===== config.mk =====
export PLATFORM = sky130hd
export DESIGN_NAME = acc_arbiter
export DESIGN_NICKNAME = d
export VERILOG_FILES = /design/src/rtl/acc_arbiter.sv
export SDC_FILE = /design/constraint.sdc
export NUM_CORES = 1
export LEC_CHECK = 0
export CAP_MARGIN = 5
export CORE_AREA = 2 2 88 90
export DETAILED_ROUTE_END_ITERATION = 8
export DIE_AREA = 0 0 90 92
export DONT_BUFFER_PORTS = 1
export PLACE_DENSITY = 0.78
export SYNTH_ARGS = -nofsm -noshare
export SYNTH_HDL_FRONTEND = slang
export SYNTH_SLANG_ARGS = --single-unit
export TNS_END_PERCENT = 1

===== constraint.sdc =====
create_clock -name clk -period 3.3 [get_ports clk]
set_input_delay 0.33 -clock clk [delete_from_list [all_inputs] [get_ports clk]]
set_output_delay 0.33 -clock clk [all_outputs]
set_load 0.1 [all_outputs]

===== src/rtl/acc_arbiter.sv =====
// Round-robin arbiter that time-shares one acc_core accumulator between NUM_REQ
// requesters, streaming each winner's job into the core and returning its sum.
module acc_arbiter #(
    parameter int unsigned NUM_REQ       = 2,
    parameter int unsigned IN_DATA_WIDTH = 8,
    parameter int unsigned DWIDTH        = IN_DATA_WIDTH * 4,
    parameter int unsigned LEN_WIDTH     = 8
) (
    input  logic                             clk,
    input  logic                             reset,
    input  logic [NUM_REQ-1:0]               req_i,
    input  logic [NUM_REQ*LEN_WIDTH-1:0]     len_i,
    input  logic [NUM_REQ-1:0]               num_valid_i,
    input  logic [NUM_REQ*IN_DATA_WIDTH-1:0] num_i,
    output logic [NUM_REQ-1:0]               num_ready_o,
    output logic [NUM_REQ-1:0]               gnt_o,
    output logic [NUM_REQ-1:0]               done_o,
    output logic [DWIDTH-1:0]                result_o,
    output logic                             core_run_o,
    output logic                             core_valid_o,
    output logic [IN_DATA_WIDTH-1:0]         core_number_o,
    input  logic                             core_valid_i,
    input  logic [DWIDTH-1:0]                core_result_i
);

    localparam int unsigned PTR_W = (NUM_REQ > 1) ? $clog2(NUM_REQ) : 1;

    typedef enum logic [1:0] {
        S_IDLE,
        S_FEED,
        S_WAIT,
        S_DONE
    } state_t;

    state_t                   r_state;
    logic [PTR_W-1:0]         r_rr;
    logic [PTR_W-1:0]         r_gidx;
    logic [LEN_WIDTH-1:0]     r_len;
    logic [LEN_WIDTH-1:0]     r_sent;
    logic [LEN_WIDTH-1:0]     r_ack;
    logic [NUM_REQ-1:0]       r_gnt;
    logic [NUM_REQ-1:0]       r_done;
    logic [NUM_REQ-1:0]       r_ready;
    logic [DWIDTH-1:0]        r_result;
    logic                     r_core_run;
    logic                     r_core_valid;
    logic [IN_DATA_WIDTH-1:0] r_core_number;

    logic [LEN_WIDTH-1:0]     w_lens [NUM_REQ];
    logic [IN_DATA_WIDTH-1:0] w_nums [NUM_REQ];
    logic                     w_any;
    logic [PTR_W-1:0]         w_win;
    logic [PTR_W-1:0]         w_cand;
    logic [NUM_REQ-1:0]       w_win_onehot;
    logic [LEN_WIDTH-1:0]     w_win_len;
    logic                     w_xfer;

    for (genvar k = 0; k < NUM_REQ; k++) begin : g_split
        assign w_lens[k] = len_i[k*LEN_WIDTH +: LEN_WIDTH];
        assign w_nums[k] = num_i[k*IN_DATA_WIDTH +: IN_DATA_WIDTH];
    end

    // First requesting index at or above the RR pointer, wrapping.
    always_comb begin
        w_any  = 1'b0;
        w_win  = '0;
        w_cand = '0;
        for (int unsigned i = 0; i < NUM_REQ; i++) begin
            w_cand = PTR_W'((32'(r_rr) + i) % NUM_REQ);
            if (!w_any && req_i[w_cand]) begin
                w_any = 1'b1;
                w_win = w_cand;
            end
        end
    end

    assign w_win_onehot = NUM_REQ'(1) << w_win;
    assign w_win_len    = w_lens[w_win];
    assign w_xfer       = num_valid_i[r_gidx] & r_ready[r_gidx];

    always_ff @(posedge clk or posedge reset) begin
        if (reset) begin
            r_state       <= S_IDLE;
            r_rr          <= '0;
            r_gidx        <= '0;
            r_len         <= '0;
            r_sent        <= '0;
            r_ack         <= '0;
            r_gnt         <= '0;
            r_done        <= '0;
            r_ready       <= '0;
            r_result      <= '0;
            r_core_run    <= 1'b0;
            r_core_valid  <= 1'b0;
            r_core_number <= '0;
        end else begin
            r_core_valid <= 1'b0;
            r_done       <= '0;
            case (r_state)
                S_IDLE: begin
                    r_core_run <= 1'b0;
                    r_gnt      <= '0;
                    r_ready    <= '0;
                    if (w_any) begin
                        r_gidx <= w_win;
                        r_gnt  <= w_win_onehot;
                        r_len  <= w_win_len;
                        r_sent <= '0;
                        r_ack  <= '0;
                        if (w_win_len == '0) begin
                            r_result <= '0;
                            r_done   <= w_win_onehot;
                            r_state  <= S_DONE;
                        end else begin
                            r_core_run <= 1'b1;
                            r_ready    <= w_win_onehot;
                            r_state    <= S_FEED;
                        end
                    end
                end
                S_FEED: begin
                    // One number in flight at a time; stray core_valid_i here is dropped.
                    if (w_xfer) begin
                        r_core_valid  <= 1'b1;
                        r_core_number <= w_nums[r_gidx];
                        r_sent        <= r_sent + LEN_WIDTH'(1);
                        r_ready       <= '0;
                        r_state       <= S_WAIT;
                    end
                end
                S_WAIT: begin
                    if (core_valid_i) begin
                        r_ack <= r_ack + LEN_WIDTH'(1);
                        if (r_ack + LEN_WIDTH'(1) == r_len) begin
                            r_result   <= core_result_i;
                            r_done     <= r_gnt;
                            r_core_run <= 1'b0;
                            r_state    <= S_DONE;
                        end else begin
                            r_ready <= (r_sent < r_len) ? r_gnt : '0;
                            r_state <= S_FEED;
                        end
                    end
                end
                S_DONE: begin
                    r_gnt   <= '0;
                    r_rr    <= (r_gidx == PTR_W'(NUM_REQ - 1)) ? '0 : r_gidx + PTR_W'(1);
                    r_state <= S_IDLE;
                end
                default: r_state <= S_IDLE;
            endcase
        end
    end

    assign num_ready_o   = r_ready;
    assign gnt_o         = r_gnt;
    assign done_o        = r_done;
    assign result_o      = r_result;
    assign core_run_o    = r_core_run;
    assign core_valid_o  = r_core_valid;
    assign core_number_o = r_core_number;

endmodule

---- After elaboration in Yosys (flattened, before gate mapping) ----
Index checks and enable logic that the tools add are counted.
word-level totals
  bits in registers ....................... 76
  bits of input ports ..................... 71
  output and inout bits ................... 48
  logic and storage cells ................. 109
cells by class
  $add $sub $neg .......................... 4
  order comparisons ....................... 6
  eq/ne operators ......................... 10
  shift-type cells ........................ 1
  mux-type cells .......................... 56
  bitwise operators ....................... 3
  reductions and logical operators ........ 16
operator list
  cell                                                        count
  two-way mux 32 bit                                          4
  two-way mux 8 bit                                           9
  case mux 32 bit (2 select lines)                            1
  two-way mux 2 bit                                           16
  case mux 8 bit (2 select lines)                             2
  two-way mux 1 bit                                           19
  adder 8 x 1 -> 8 bit, second input constant                 2
  != test 2 bit, second input constant                        6
  AND reduction 3 bit                                         4
  == test 8 bit                                               1
  zero test 8 bit                                             1
  less-than comparator 8 bit                                  1
  case mux 2 bit (2 select lines)                             2
  case mux 2 bit (4 select lines)                             1
  less-than comparator 1 x 2 -> 1 bit, second input constant  3
  case mux 2 bit (3 select lines)                             1
  nonzero test 2 bit                                          3
  AND reduction 5 bit                                         1
  == test 2 bit, second input constant                        2
  >= comparator 2 bit, second input constant                  2
  NOT 1 -> 2 bit                                              2
  AND reduction 2 bit                                         2
  AND reduction 4 bit                                         1
  nonzero test 3 bit                                          1
  8 further kinds                                             9

---- Longest topological paths before layout ----
Gate-level depths: netlist (run 1).
  word-level depth ........................ 14
  mapped depth ............................ 10
  depth with buffers taken out ............ 8

---- Worst setup path after synthesis (run 1) ----
No wires, ideal clock.
  path kind ............................... register to register
  from .................................... reg r_ready[1] (netlist: num_ready_o[1])
  to ...................................... reg r_sent[5]
  setup time .............................. 78 ps
  arrival time ............................ 2490 ps
  required time ........................... 3222 ps
  setup slack ............................. 732 ps
  cell stages (with the launch flop) ...... 7
  path buffers ............................ 0
  clock period less this slack ............ 2568 ps
  path through ............................ dfrtp_1 > nand3_1 > and3_1 > nor3_1 > nand4_1 > or3_1 > a21oi_1
on the way
  word-level cells in the longest chain between the ends .. 5
ends and longest elaborated chain
  element                                               RTL line  text
  from (decl)                                           43        logic [NUM_REQ-1:0] r_ready;
  from (signal assigned)                                116       r_ready <= w_win_onehot;
  from (signal assigned)                                140       r_ready <= (r_sent < r_len) ? r_gnt : '0;
  two-way mux 1 bit (not written as such) (2 in a row)  79        assign w_xfer = num_valid_i[r_gidx] & r_ready[r_gidx];
  bitwise AND 1 bit                                     79
  != test 2 bit (no line)                               -
  AND reduction 3 bit (no line)                         -
  to (signal assigned)                                  126       r_sent <= r_sent + LEN_WIDTH'(1);
  to (decl)                                             39        logic [LEN_WIDTH-1:0] r_sent;
Every way passes these cells. The select of a mux whose other input is x is not followed.
A chain may end at the register's enable or synchronous reset.

---- Worst setup path after layout (run 1) ----
  from .................................... reg r_gidx
  to ...................................... reg r_sent[7]
on the way
  word-level cells in the longest chain between the ends .. 5
  elaborated cells on any way between the ends .. 7
  those cells by class .................... eq/ne: 1; mux: 4; bitwise: 1; reduce/logical: 1
ends and longest elaborated chain
  element                                               RTL line  text
  from (decl)                                           37        logic [PTR_W-1:0] r_gidx;
  from (signal assigned)                                105       r_gidx <= w_win;
  two-way mux 1 bit (not written as such) (2 in a row)  79
  bitwise AND 1 bit *                                   79
  != test 2 bit (no line) *                             -
  AND reduction 3 bit (no line) *                       -
Every way passes the cells marked *; elsewhere a longest branch is shown, timed or not. The select of a mux whose other input is x is not followed.

==> results of run 1 <==
-- synthesized netlist by cell type (all sizes together), types with 2 or more instances --
library cell  number
nor2b              3
a31oi              4
mux2i             20
nand2             69
o211ai             3
o21a               3
a22o              16
nor2              14
nand2b             3
nor3              10
a211oi             2
nand3             22
or2                3
xor2               8
ha                14
a21oi              4
nand4              5
o21ai             34
a21o               3
clkbuf            17
xnor2              2
o32ai              2
or3                2
inv               20
dfrtp             76
o31ai              8
nor4               5
and2               2
nand3b             2
buf                7
o311ai            16
and3               3
-- worst max-delay path, delay by kind of cell (launching register included) --
family / cells / cell delay [ns]
AND/OR/NAND/NOR: 5 / 1.79
AO/OA/AOI/OAI: 1 / 0.15
flip-flops: 1 / 0.58
-- through the flow --
step | hold WS, ns | instance area [µm²] | setup WS (ns) | utilization | total power [mW]
2_1_floorplan | 0.431 | 3950 | 0.732 | - | 3.56
3_3_place_gp | 0.346 | 4060 | 0.740 | 0.545 | 3.80
3_5_place_dp | 0.358 | 4060 | 0.718 | 0.545 | 3.85
6_report | 0.113 | 4250 | 0.709 | 0.571 | 4.50
5_1_grt | 0.0994 | 4250 | 0.445 | 0.571 | 4.76
4_1_cts | 0.0950 | 4250 | 0.717 | 0.571 | 4.52
-- sequential cells by signal, indices dropped and copies added, names as in the netlist --
name and count:
r_gidx 1, r_sent 8, r_state 2, r_ack 8, result_o 32, r_len 8, done_o 2, r_rr 1
core_number_o 8, core_valid_o 1, num_ready_o 2, core_run_o 1, gnt_o 2
-- path summary, 6_finish.rpt --
check | from | endpoint | slack [ns]
min in group asynchronous | reset | core_number_o[1] | 0.57
max reg2reg | r_gidx | r_sent[7] | 0.71
max in group asynchronous | reset | r_len[6] | 1.95
max | r_gidx | r_sent[7] | 0.71
min reg2reg | r_ack[7] | r_ack[7] | 0.52
min | core_valid_i | r_state[1] | 0.11
-- area by class of cell --
class	instances	area share
flip-flops and latches	76	0.447
multi-input cells	292	0.442
clock buffers	11	0.0309
well taps	102	0.0300
repair buffers	11	0.0200
inverters	20	0.0177
clock inverters	4	0.0121
-- logic make-up (layout without fill, tap and decap cells) --
group | after synthesis | count (layout)
XOR/XNOR | 10 | 10
buffers and inverters | 44 | 46
flip-flops | 76 | 76
multiplexers | 20 | 20
adder cells (fa/ha/maj) | 14 | 14
AND/OR/NAND/NOR | 146 | 146
AO/OA/AOI/OAI | 102 | 102
-- what timing repair did --
item / 4_1_cts / 5_1_grt
setup endpoints to repair: 0 / 0
hold buffers: 1 / 0
endpoints found under the hold margin: 30 / 0
buffers inserted: 0 / 0
-- power breakdown --
group	leakage [nW]	total, mW	internal (mW)	switching (mW)
logic	0.809	1.18	0.450	0.732
clock network	0.0894	0.666	0.346	0.320
registers	1.02	2.65	1.16	1.49
-- layer usage --
metal,wire (µm),track usage,part of all wire,up-vias
met5,0,0,0,-
met4,175,0.0885,0.021,0
met3,552,0.0633,0.065,15
met2,4230,0.354,0.50,106
met1,3520,0.269,0.42,1505
li1,-,-,-,1478
==> qor.txt, run 1 <==
Clock latency on the worst-skew pair - 0.34 ns
Leak pwr - 1.92 nW
Crit path kind - flip-flop to flip-flop
Total I/O pin count - 119
Syn-to-layout area delta - 7.53%
Crit-path slowest cell - dfrtp_1
Routed via count - 3104
CTS Buf Count - 9
Clk pin slew, worst setup/hold paths - 0.08 ns
Worst-margin pin slew - 1.00 ns
Cell chain of the critical path - nand3b_1 > and3_1 > nor3_1 > nand4_1 > or3_1 > a21oi_1
DRT Pass-1 Iters - 5
Layout Nets - 495
TritonCTS clock tree - built
Dpl cells - 500
H-tree levels - 3
Initial Util - 0.531
EDFF count, synth - 0
Cell area after synthesis - 3950 µm²
Worst setup SP type - flip-flop
Initial DRC count - 197
Ys Warns - 0
Largest net degree at the start of global routing - 38
Synth Instances - 412
CORE AREA - 7450 µm²
Synth Area in Compound Gates - 0.184
Slew headroom - 0.332
Final hold vios - 0
Post-CTS Resized - 0
Max Fclk - 0.386 GHz
Die area - 8280 µm²
Post-synthesis mux area share - 0.0506
Vias in the first global route - 3007
Area fraction of the dominant cell type after synthesis - 0.481
Crit Path Max Fanout - 12
Register area - 1900 µm²
CP peak stage delay - 0.58 ns
Non-Filler Instances - 516
Post-Synth Simple-Gate Area - 0.173
Fillers - 668
XOR/XNOR Fraction of Synth Area - 0.0222
Syn Area/Cell - 9.59 µm²
Critical Path AT - 2.86 ns
Critical Path End Type - flip-flop
Number of synthesized register bits - 76
Slew Limit Fails - 0
Synth Area in Adders - 0.0443
# DRC - 0
Clk buf depth - 2
Via density - 6.02
Unrepaired setup endpoints after global routing - false
Root buffer cell - clkbuf_8
PortBufs - 0
Status - complete, no violations
Final period util - 0.785
Minimum clock period - 2.59 ns
# setup viols final - 0
Grt ovf - 0
Pwr dens - 1060 nW/µm²
Max cap viols - 0
GRT Total Usage - 0.216
Total Wirelength - 8470 µm
Ys async rst share - 1.00
Main combinational cell family by area after synthesis - compound AO/OA/AOI/OAI gates
Multi-input gate area - 1880 µm²
Die height - 92 µm
DP HPWL - 6330 µm
Post-synthesis sequential area ratio - 0.481
Rows - 32
Yosys top cell by area - dfrtp_1
Die W - 90 µm
CP Data Required Time - 3.57 ns
Worst hold stages - 1
DRT antenna net count - 0
Routed wire length per instance - 16.4 µm
Setup TNS - 0 ns
Share of layout cells above drive strength 1 - 0.0749
First-pass GRT wire length - 14300 µm
Most frequent cells in the layout - 76 x dfrtp_1, 69 x nand2_1, 31 x o21ai_0, 21 x nand3_1, 20 x mux2i_1
Worst Hold Class - input port to flip-flop
Sink Count - 76
Synth area leaders - dfrtp_1 48%, nand2_1 6.6%, mux2i_1 5.1%
Commonest non-fill, non-tap cell in the layout - dfrtp_1
Antenna violations before repair - 0
GPL Wtd Cong - 0.829
Mapped Nets - 497
Ant diodes - 0
R2r worst-path depth - 6
Maximum vdd drop - 0.655 mV
Cell variety after synth - 48
Top_reg_cell synth - dfrtp_1
Clock Skew - 0.0126 ns
(Power assumes the default switching activity.)
==> run 2: changes to the inputs <==
PLACE_DENSITY = 0.81   (was 0.78)
clock period = 2.15 ns   (was 3.3 ns; I/O delays follow)
==> run 2 against run 1 <==
  * The flow now finishes with violations (negative setup slack)
  * Non-clock buffer count up 94
  * Wire length up 33%
  * Setup slack worse by 0.86 ns
  * Critical path depth unchanged
  * Final cell count up 19%
  * Fmax up 13%
  * Utilization up 14 points
  * Clock power up 98%
  * Clock-buffer cell count down 1
  * Global-route usage up 5.5 points
  * Power up 85%
  * Sequential power down 22%
  * Critical path type unchanged
  * Highest routed layer unchanged
==> qor.txt, run 2 (synthesized netlist as in run 1, its figures left out) <==
Clk buf depth - 2
Root buffer cell - clkbuf_8
First-pass GRT wire length - 17800 µm
Sink Count - 76
Fin util - 0.712
Fillers - 491
Initial DRC count - 283
Max reg flops - 32
Unrepaired setup endpoints after global routing - true
Slew Limit Fails - 0
Final hold vios - 0
CP Data Required Time - 2.40 ns
Min Hold Slack - 0.00853 ns
GPL Wtd Cong - 0.879
Largest net degree at the start of global routing - 43
Clk pin slew, worst setup/hold paths - 0.08 ns
DRT Pass-1 Iters - 5
Non-Filler Instances - 612
Crit path kind - flip-flop to flip-flop
Max Fclk - 0.435 GHz
DP HPWL - 7400 µm
Antenna violations before repair - 0
# DRC - 0
Critical Path End Type - flip-flop
Dpl cells - 574
Minimum clock period - 2.30 ns
Pwr dens - 1560 nW/µm²
Cell chain of the critical path - nand4_1 > or4_4 > o211a_1 > a211o_4 > a21o_4 > a22o_1
PortBufs - 0
Die W - 90 µm
Pre-CTS worst setup slack - -0.305 ns
Multi-input gate area - 2070 µm²
Crit Path Max Fanout - 8
Crit-path slowest cell - or4_4
Setup TNS - -3.48 ns
H-tree levels - 3
Leak pwr - 2.49 nW
Final Instance Area - 5300 µm²
TritonCTS clock tree - built
Commonest non-fill, non-tap cell in the layout - buf_4
Syn-to-layout area delta - 34.2%
Ant diodes - 0
Placement Cell Area - 4650 µm²
CORE AREA - 7450 µm²
Vias in the first global route - 3719
Final WS setup - -0.147 ns
Max cap viols - 0
# setup viols final - 35
Clock latency on the worst-skew pair - 0.36 ns
Final period util - 1.07
Maximum vdd drop - 0.834 mV
Total power - 8.30 mW
GRT Total Usage - 0.271
Share of layout cells above drive strength 1 - 0.276
Routed wire length per instance - 18.5 µm
Status - finished with violations
Worst Hold Class - input port to flip-flop
Via density - 6.06
CTS Buf Count - 9
Register area - 1910 µm²
Clock Skew - 0.0133 ns
Slew headroom - 0.478
CP peak stage delay - 0.46 ns
Rows - 32
Most frequent cells in the layout - 83 x buf_4, 72 x dfrtp_1, 69 x nand2_1, 30 x o21ai_0, 21 x nand3_1
Worst setup SP type - flip-flop
Initial Util - 0.531
Grt ovf - 0
Failing checks - negative setup slack
Total Wirelength - 11300 µm
Total I/O pin count - 119
DRT antenna net count - 0
Layout Nets - 590
Critical Path AT - 2.54 ns
Worst-margin pin slew - 0.781 ns
Die height - 92 µm
Routed via count - 3711
Die area - 8280 µm²
run 2: changes by cell type in the layout (fill, tap and decap cells not counted), sizes merged:
cell	change
bufinv	+2
inv	-1
clkbuf	-1
clkinv	+1
dlygate4sd3	+16
a21o	+1
buf	+78
run 2: worst paths after layout:
| kind | start | to | slack [ns] | depth (start not counted) |
|---|---|---|---|---|
| worst max-delay path | r_ack[3] | result_o[4] | -0.15 | 6 |
| worst min-delay path | core_result_i[1] | result_o[1] | 0.009 | 1 |
| worst max register to register | r_ack[3] | result_o[4] | -0.15 | 6 |
| worst min register to register | core_run_o | core_run_o | 0.54 | 2 |
| max in group asynchronous | reset | result_o[29] | 1.02 | 3 |
| min in group asynchronous | reset | core_number_o[3] | 0.46 | 2 |
run 2: area by class of cell:
cell class | instances | share of cell area
clock buffers | 10 | 0.0241
flip-flops and latches | 76 | 0.360
inverters | 20 | 0.0149
multi-input cells | 293 | 0.391
well taps | 102 | 0.0241
clock inverters | 6 | 0.0212
repair buffers | 105 | 0.165
run 2: critical path: cells and delay by family, from the launching register on:
kind | cells | cell delay, ns
DFF | 1 | 0.45
AOI/OAI and AO/OA | 4 | 1.07
and+or+nand+nor | 2 | 0.66
run 2: report_power, final:
part           total [mW]  leakage [nW]  internal (mW)  switching [mW]
clock                1.32         0.120          0.773           0.545
combinational        4.90          1.36           1.34            3.56
sequential           2.08          1.01           1.82           0.254
total                8.30          2.49           3.94            4.36
run 2: what timing repair did:
action                                  CTS  global route
buffers inserted                          3             0
gates cloned                              1             1
hold buffers                             17             0
endpoints found under the setup margin   36            45
hold endpoints to repair                 50             0
pin swaps                                17             4
gates resized for setup                  27            27
run 2: routing by layer:
metal	part of all wire	GRT usage	wire length (µm)	vias to the layer above
met1	0.37	0.308	4150	1813
li1	-	-	-	1676
met5	0	0	0	-
met3	0.067	0.0715	760	42
met2	0.53	0.486	6020	180
met4	0.033	0.108	372	0
==> run 3: changes to the inputs <==
CTS_CLUSTER_DIAMETER = 80   (was not set)
==> results of run 3 <==
Same layout as run 2: the final DEF is identical, and so are final timing and power.
